### config.mk
export PLATFORM = sky130hd
export DESIGN_NAME = issue_scoreboard
export DESIGN_NICKNAME = d
export VERILOG_FILES = /design/src/rtl/issue_scoreboard.sv
export SDC_FILE = /design/constraint.sdc
export NUM_CORES = 1
export LEC_CHECK = 0
export CAP_MARGIN = 5
export CORE_MARGIN = 8
export CORE_UTILIZATION = 50
export DETAILED_ROUTE_END_ITERATION = 12
export PLACE_DENSITY_LB_ADDON = 0.15
export SLEW_MARGIN = 0
export SYNTH_ARGS = -nofsm -noshare
export SYNTH_HDL_FRONTEND = slang
export SYNTH_SLANG_ARGS = --single-unit
### constraint.sdc
create_clock -name clk -period 4.4 [get_ports clk]
set_input_delay 0.88 -clock clk [delete_from_list [all_inputs] [get_ports clk]]
set_output_delay 0.88 -clock clk [all_outputs]
set_load 0.1 [all_outputs]
### src/rtl/issue_scoreboard.sv
// Issue-stage interlock: per-register pending-writer counters for GPR, FPR and
// EFLAGS, checked against each decoded usage record to hold issue on RAW
// hazards or counter saturation.
package issue_scoreboard_pkg;
  localparam int IDX_W = 5;

  typedef struct packed {
    logic [IDX_W-1:0] d;
    logic [IDX_W-1:0] s;
    logic [IDX_W-1:0] t;
    logic             from_gd;
    logic             from_fd;
    logic             to_gd;
    logic             to_fd;
    logic             from_gs;
    logic             from_fs;
    logic             from_gt;
    logic             from_ft;
    logic             from_ef;
    logic             to_ef;
  } rut_t;
endpackage

module issue_scoreboard
  import issue_scoreboard_pkg::*;
#(
  parameter int NREG  = 32,
  parameter int CNT_W = 2
) (
  input  logic                    clk,
  input  logic                    rstn,
  input  logic                    issue_valid,
  input  rut_t                    rut,
  output logic                    issue_ready,
  output logic                    issue_fire,
  input  logic                    wb_g_valid,
  input  logic [$clog2(NREG)-1:0] wb_g_idx,
  input  logic                    wb_f_valid,
  input  logic [$clog2(NREG)-1:0] wb_f_idx,
  input  logic                    wb_ef_valid,
  input  logic                    flush,
  output logic [NREG-1:0]         gpr_busy,
  output logic [NREG-1:0]         fpr_busy,
  output logic                    ef_busy,
  output logic [31:0]             stall_cnt
);
  localparam int IW = $clog2(NREG);
  localparam logic [CNT_W-1:0] CMAX = '1;

  logic [CNT_W-1:0] g_cnt_q [NREG];
  logic [CNT_W-1:0] g_cnt_d [NREG];
  logic [CNT_W-1:0] f_cnt_q [NREG];
  logic [CNT_W-1:0] f_cnt_d [NREG];
  logic [CNT_W-1:0] ef_cnt_q, ef_cnt_d;
  logic [CNT_W-1:0] g_eff [NREG];
  logic [CNT_W-1:0] f_eff [NREG];
  logic [CNT_W-1:0] ef_eff;
  logic [NREG-1:0]  g_dec, f_dec, g_inc, f_inc;
  logic             ef_dec, ef_inc;
  logic             raw, sat;
  logic [31:0]      stall_q, stall_d;

  // Effective counts: a retire this cycle already counts as released.
  // A retire of an idle counter is ignored so the count cannot wrap.
  always_comb begin
    for (int i = 0; i < NREG; i++) begin
      g_dec[i] = wb_g_valid && (wb_g_idx == IW'(i)) && (g_cnt_q[i] != '0);
      f_dec[i] = wb_f_valid && (wb_f_idx == IW'(i)) && (f_cnt_q[i] != '0);
      g_eff[i] = g_cnt_q[i] - CNT_W'(g_dec[i]);
      f_eff[i] = f_cnt_q[i] - CNT_W'(f_dec[i]);
    end
    ef_dec = wb_ef_valid && (ef_cnt_q != '0);
    ef_eff = ef_cnt_q - CNT_W'(ef_dec);
  end

  // Hazard and saturation check against the effective counts.
  always_comb begin
    raw = (rut.from_gs && (g_eff[rut.s] != '0)) ||
          (rut.from_gt && (g_eff[rut.t] != '0)) ||
          (rut.from_gd && (g_eff[rut.d] != '0)) ||
          (rut.from_fs && (f_eff[rut.s] != '0)) ||
          (rut.from_ft && (f_eff[rut.t] != '0)) ||
          (rut.from_fd && (f_eff[rut.d] != '0)) ||
          (rut.from_ef && (ef_eff != '0));
    sat = (rut.to_gd && (g_eff[rut.d] == CMAX)) ||
          (rut.to_fd && (f_eff[rut.d] == CMAX)) ||
          (rut.to_ef && (ef_eff == CMAX));
    issue_ready = ~flush & ~raw & ~sat;
    issue_fire  = issue_valid & issue_ready;
  end

  // Counter next state; saturation check guarantees inc never overflows.
  always_comb begin
    for (int i = 0; i < NREG; i++) begin
      g_inc[i]   = issue_fire && rut.to_gd && (rut.d == IDX_W'(i));
      f_inc[i]   = issue_fire && rut.to_fd && (rut.d == IDX_W'(i));
      g_cnt_d[i] = g_cnt_q[i] + CNT_W'(g_inc[i]) - CNT_W'(g_dec[i]);
      f_cnt_d[i] = f_cnt_q[i] + CNT_W'(f_inc[i]) - CNT_W'(f_dec[i]);
      if (flush) begin
        g_cnt_d[i] = '0;
        f_cnt_d[i] = '0;
      end
    end
    ef_inc   = issue_fire && rut.to_ef;
    ef_cnt_d = flush ? '0 : ef_cnt_q + CNT_W'(ef_inc) - CNT_W'(ef_dec);
  end

  // Saturating count of cycles an instruction waited on the scoreboard.
  always_comb begin
    stall_d = stall_q;
    if (issue_valid && !issue_ready && !flush && (stall_q != 32'hFFFF_FFFF))
      stall_d = stall_q + 32'd1;
  end

  // State registers.
  always_ff @(posedge clk or negedge rstn) begin
    if (!rstn) begin
      for (int i = 0; i < NREG; i++) begin
        g_cnt_q[i] <= '0;
        f_cnt_q[i] <= '0;
      end
      ef_cnt_q <= '0;
      stall_q  <= '0;
    end else begin
      g_cnt_q  <= g_cnt_d;
      f_cnt_q  <= f_cnt_d;
      ef_cnt_q <= ef_cnt_d;
      stall_q  <= stall_d;
    end
  end

  // Busy views decode the registered counters only.
  always_comb begin
    for (int i = 0; i < NREG; i++) begin
      gpr_busy[i] = (g_cnt_q[i] != '0);
      fpr_busy[i] = (f_cnt_q[i] != '0);
    end
    ef_busy   = (ef_cnt_q != '0);
    stall_cnt = stall_q;
  end

`ifndef SYNTHESIS
  // Flag a retire that has no pending writer behind it.
  always @(posedge clk) begin
    if (rstn && !flush) begin
      if (wb_g_valid && (g_cnt_q[wb_g_idx] == '0))
        $error("issue_scoreboard: GPR %0d retired with no pending writer", wb_g_idx);
      if (wb_f_valid && (f_cnt_q[wb_f_idx] == '0))
        $error("issue_scoreboard: FPR %0d retired with no pending writer", wb_f_idx);
      if (wb_ef_valid && (ef_cnt_q == '0))
        $error("issue_scoreboard: EFLAGS retired with no pending writer");
    end
  end
`endif
endmodule

; ---- After elaboration in Yosys (flattened, before gate mapping)
; Index checks and enable logic that the tools add are counted.
[word_totals]
reg_bits = 162
input_bits = 42
output_inout_bits = 99
elab_cells = 748
[op_classes]
addsub = 196
n_lt_le_gt_ge = 3
eq_ne = 97
mux = 83
bitwise_logic = 9
reduce_logical = 294
[op_table]
columns = op, count
row1 = $sub A2 B1 Y2, 130
row2 = $eq A5 B5 Y1 const B, 48
row3 = $logic_and A1 B1 Y1, 209
row4 = $mux W2, 77
row5 = $reduce_bool A2 Y1, 72
row6 = $add A2 B1 Y2, 65
row7 = $eq A5 B4 Y1 const B, 24
row8 = $bmux W2 S5, 6
row9 = $eq A5 B3 Y1 const B, 12
row10 = $add A32 B1 Y32 const B, 1
row11 = $ne A32 B32 Y1 const B, 1
row12 = $eq A5 B2 Y1 const B, 6
row13 = $ge A6 B6 Y1 const B, 3
row14 = $not A5 Y6, 3
row15 = $eq A5 B1 Y1 const B, 3
row16 = $logic_not A5 Y1, 3
row17 = $logic_or A1 B1 Y1, 8
row18 = $eq A2 B2 Y1 const B, 3
row19 = $and A1 B1 Y1, 3
row20 = $not A1 Y1, 3
row21 = $logic_not A1 Y1, 2

; ---- Longest topological paths before layout
[logic_depth]
word_depth = 24
mapped_depth = 23
depth_no_buf = 20

; ---- Worst setup path before layout
; Ideal clock, no wire load.
[synth_timing]
kind = input to register
from = input port wb_f_idx[2]
to = register f_cnt_q[19] (netlist bit)
setup_time_ns = 0.132
t_arrival_ns = 5.001
t_required_ns = 4.268
setup_slack_ns = -0.733
cell_stages = 22
n_path_buf = 2
cell_sequence = nor2_1 > nand2_1 > nor3b_1 > ha_1 > xnor2_1 > nor2b_1 > or4_1 > a2111oi_2 > a31oi_1 > o21ai_1 > and4b_1 > and4b_1 > buf_2 > and2_1 > buf_2 > nand3_1 > ha_1 > inv_1 > ha_1 > xor2_1 > xnor2_1 > nor2_1
[synth_rtl]
columns = item, line_no
row1 = from (decl), 39  ; input logic [$clog2(NREG)-1:0] wb_f_idx,
row2 = to (signal assigned), 126  ; f_cnt_q <= f_cnt_d;
row3 = to (decl), 52  ; logic [CNT_W-1:0] f_cnt_q [NREG];

==> metrics <==
category of the worst setup path capture point=register; pre-CTS WS=-1320 ps; share of the yosys chip area belonging to registers=27.8%; Tightest Hold Check Type=input port to asynchronous set/reset pin; required time worst endpoint=approximately 4700 ps; Finish-stage setup viols=roughly 130; minimum setup slack among reg-to-reg paths=-470 ps; worst skew pair latency=roughly 470 ps; overall track demand over capacity in global routing=around a third; layout overhead on the synthesized area=64.4%; count of yosys warnings during synthesis=0; static leakage power=~0.011 uW; Avg Inst Size Synth=8.89 um2; type of the worst setup path=input port to register; count of filler cells inserted in the layout=approximately 1,500; number of core rows=62; Fin Setup TNS=-62,250 ps; DR vias/cell=6.04; FF-to-FF Start=g_cnt_q[57]; Top-Level Pins=between 100 and 150; HPWL Detailed=41,700 um; share of post-route cells with drive strength above 1=46.5%; core box area=roughly 29,000 um2; port buffer count=140; ANT nets after route=0; die area=around 35,000 um2; number of library cell types mapped by synthesis=between 70 and 80; post-route clock skew=about 12 ps; most numerous cell in the Yosys netlist=ha_1; RSZ-0062 raised after global routing=true; total wire length=65,700 um; post-DR wirelength/cell=between 20 and 30 um; violations in the final reports=negative setup slack; Synth top area share=between 20% and 30%; Max-Slew Margin vs Limit=19.0%; number of cells on the worst reg-to-reg path=23; Final Critical Period=5120 ps; number of nets produced by synthesis=1,877; first-pass GRT wire length=88,400 um; antenna diode count=0; final clock period utilization by the worst path=116%; pwr dens=about 190 nW/um2; commonest register cell after synthesis=dfrtp_1; leading post-synthesis cells by cell area=dfrtp_1, ha_1, xnor2_1; Final Core Density=~83%; EDFF count, synth=0; final layout net count=between 2,000 and 2,500; CTS root buffer=clkbuf_16; Least-Margin Pin Slew=1210 ps; number of buffers created by CTS=17; first-iteration detailed-routing DRC count=~1,700; cell type with the highest aggregate area in the netlist=dfrtp_1; GP Congestion=just over 1; flip-flop and latch count after synthesis=~160; # Max-Cap Violations=0; CTS tree=done; upper clock frequency limit=0.195 GHz; max-slew violation count=0; commonest cells in the netlist=ha_1, dfrtp_1, inv_1; total standard cell area after synthesis=14,600 um2; die boundary height=~190 um; number of optimization iterations in the first detailed-route pass=6; Clock Sinks=around 160; Worst EP arrival=about 5400 ps; DRC violations left=0; minimum setup slack in the final design=-716 ps; result of the run=finished, violations left; cell count after synthesis=about 1,600; number of global-route vias before repair=15,099; die width=about 190 um; via count=~15,000; Async SR Flop Fraction=100%; number of antenna violations at the first check in global routing=0; kind of launch point of the worst setup path=input port; Clock Tree Buf Depth=2; Max rail drop VDD=~0.00053 V; Hold Slack=about 440 ps; Clk pin slew, worst setup/hold paths=70 ps; Initial Util=50.8%; GRT overflow=0; largest fanout on the critical path=6; largest net degree at the start of global routing=78; placed standard-cell area=slightly below 20,000 um2; Design Area, Final=roughly 24,000 um2; total number of H-tree levels=4; count of endpoints failing hold in the final timing report=0; Worst R2R End=f_cnt_q[27]
-- worst max-delay path: stages --
cell and delay, ps:
buf_8 100, nor2b_1 90, buf_4 140, buf_4 110, nand2_2 130, nor3b_2 260, ha_1 280, xnor2_1 210
nand2_1 180, mux4_2 530, nor2_1 110, a31oi_1 60, o21ai_1 140, and4_1 210, and4b_2 250, and2_4 170
buf_4 120, buf_12 140, buf_12 110, buf_16 140, buf_8 130, nand3_4 80, ha_4 270, inv_1 40
ha_1 220, xnor2_1 220, nor2_1 70
-- registers in the layout, indices dropped and copies added (netlist names) --
| signal | cells |
|---|---|
| stall_cnt | 32 |
| ef_cnt_q | 2 |
| f_cnt_q | 64 |
| g_cnt_q | 64 |
-- layer usage --
metal | wire length (um) | share of wire [%] | vias up | track usage, %
li1 | - | - | 6608 | -
met1 | 24700 | 38 | 7549 | 40.8
met2 | 30800 | 47 | 946 | 52.4
met3 | 6440 | 9.8 | 303 | 7.87
met4 | 3780 | 5.8 | 0 | 14.3
met5 | 0 | 0 | - | 0
-- how the worst max path moves through the flow --
stage	start	to	cells past startpoint
after CTS	wb_f_valid	issue_fire	17
after floorplan	wb_f_valid	g_cnt_q[49]	22
after global placement	wb_g_idx[1]	f_cnt_q[23]	21
after global routing	wb_g_valid	f_cnt_q[27]	27
final	wb_g_idx[4]	f_cnt_q[27]	27
after detailed placement	wb_f_idx[4]	g_cnt_q[55]	23
-- cell usage in the layout (no fill, tap or decap), drive strengths merged, types with 11 or more instances in the layout --
| master | n |
|---|---|
| mux4 | 20 |
| nand2b | 18 |
| nor2b | 79 |
| nand3 | 117 |
| o211ai | 11 |
| nor3b | 59 |
| xor2 | 109 |
| o21ai | 19 |
| clkbuf | 19 |
| clkdlybuf4s50 | 121 |
| dfrtp | 162 |
| a31oi | 14 |
| nand2 | 99 |
| nor2 | 128 |
| a21oi | 14 |
| ha | 196 |
| nor3 | 23 |
| or2 | 71 |
| buf | 443 |
| inv | 158 |
| xnor2 | 117 |
| nand4 | 17 |
-- per-stage QoR --
step	std cells	total power [uW]
floorplan	1639	2170
CTS	2520	4340
finish	2550	4520
global placement	2449	2570
detailed placement	2449	2580
global route	2550	4620
-- power by group --
part           internal (uW)  leakage [uW]  switching [uW]
registers               1520       0.00225            42.0
clock network            877      0.000311             810
logic                    461       0.00830             809
-- final cells by class --
type	count	area, um2	area share, %
clock buffer	17	425	1.78
clock inverter	15	209	0.872
inverter	150	616	2.57
multi-input combinational	1254	13100	54.8
sequential	162	4050	16.9
tap	384	480	2.01
timing repair buffer	568	5040	21.0
-- logic make-up after synthesis --
family | synth area share, %
simple gates | 25.1
xor+xnor | 13.6
buf+inv | 6.14
fa+ha+maj | 16.8
flops | 27.8
compound gates | 6.50
mux | 4.01
-- timing repair --
| action | in CTS | in global routing |
|---|---|---|
| cloned | 2 | 1 |
| gates resized for setup | 255 | 411 |
| pin swaps | 79 | 176 |
| hold buffers | 0 | 0 |
| buffers inserted | 39 | 31 |
| endpoints found under the setup margin | 157 | 151 |
No activity file was read; power rests on OpenSTA's default activity.
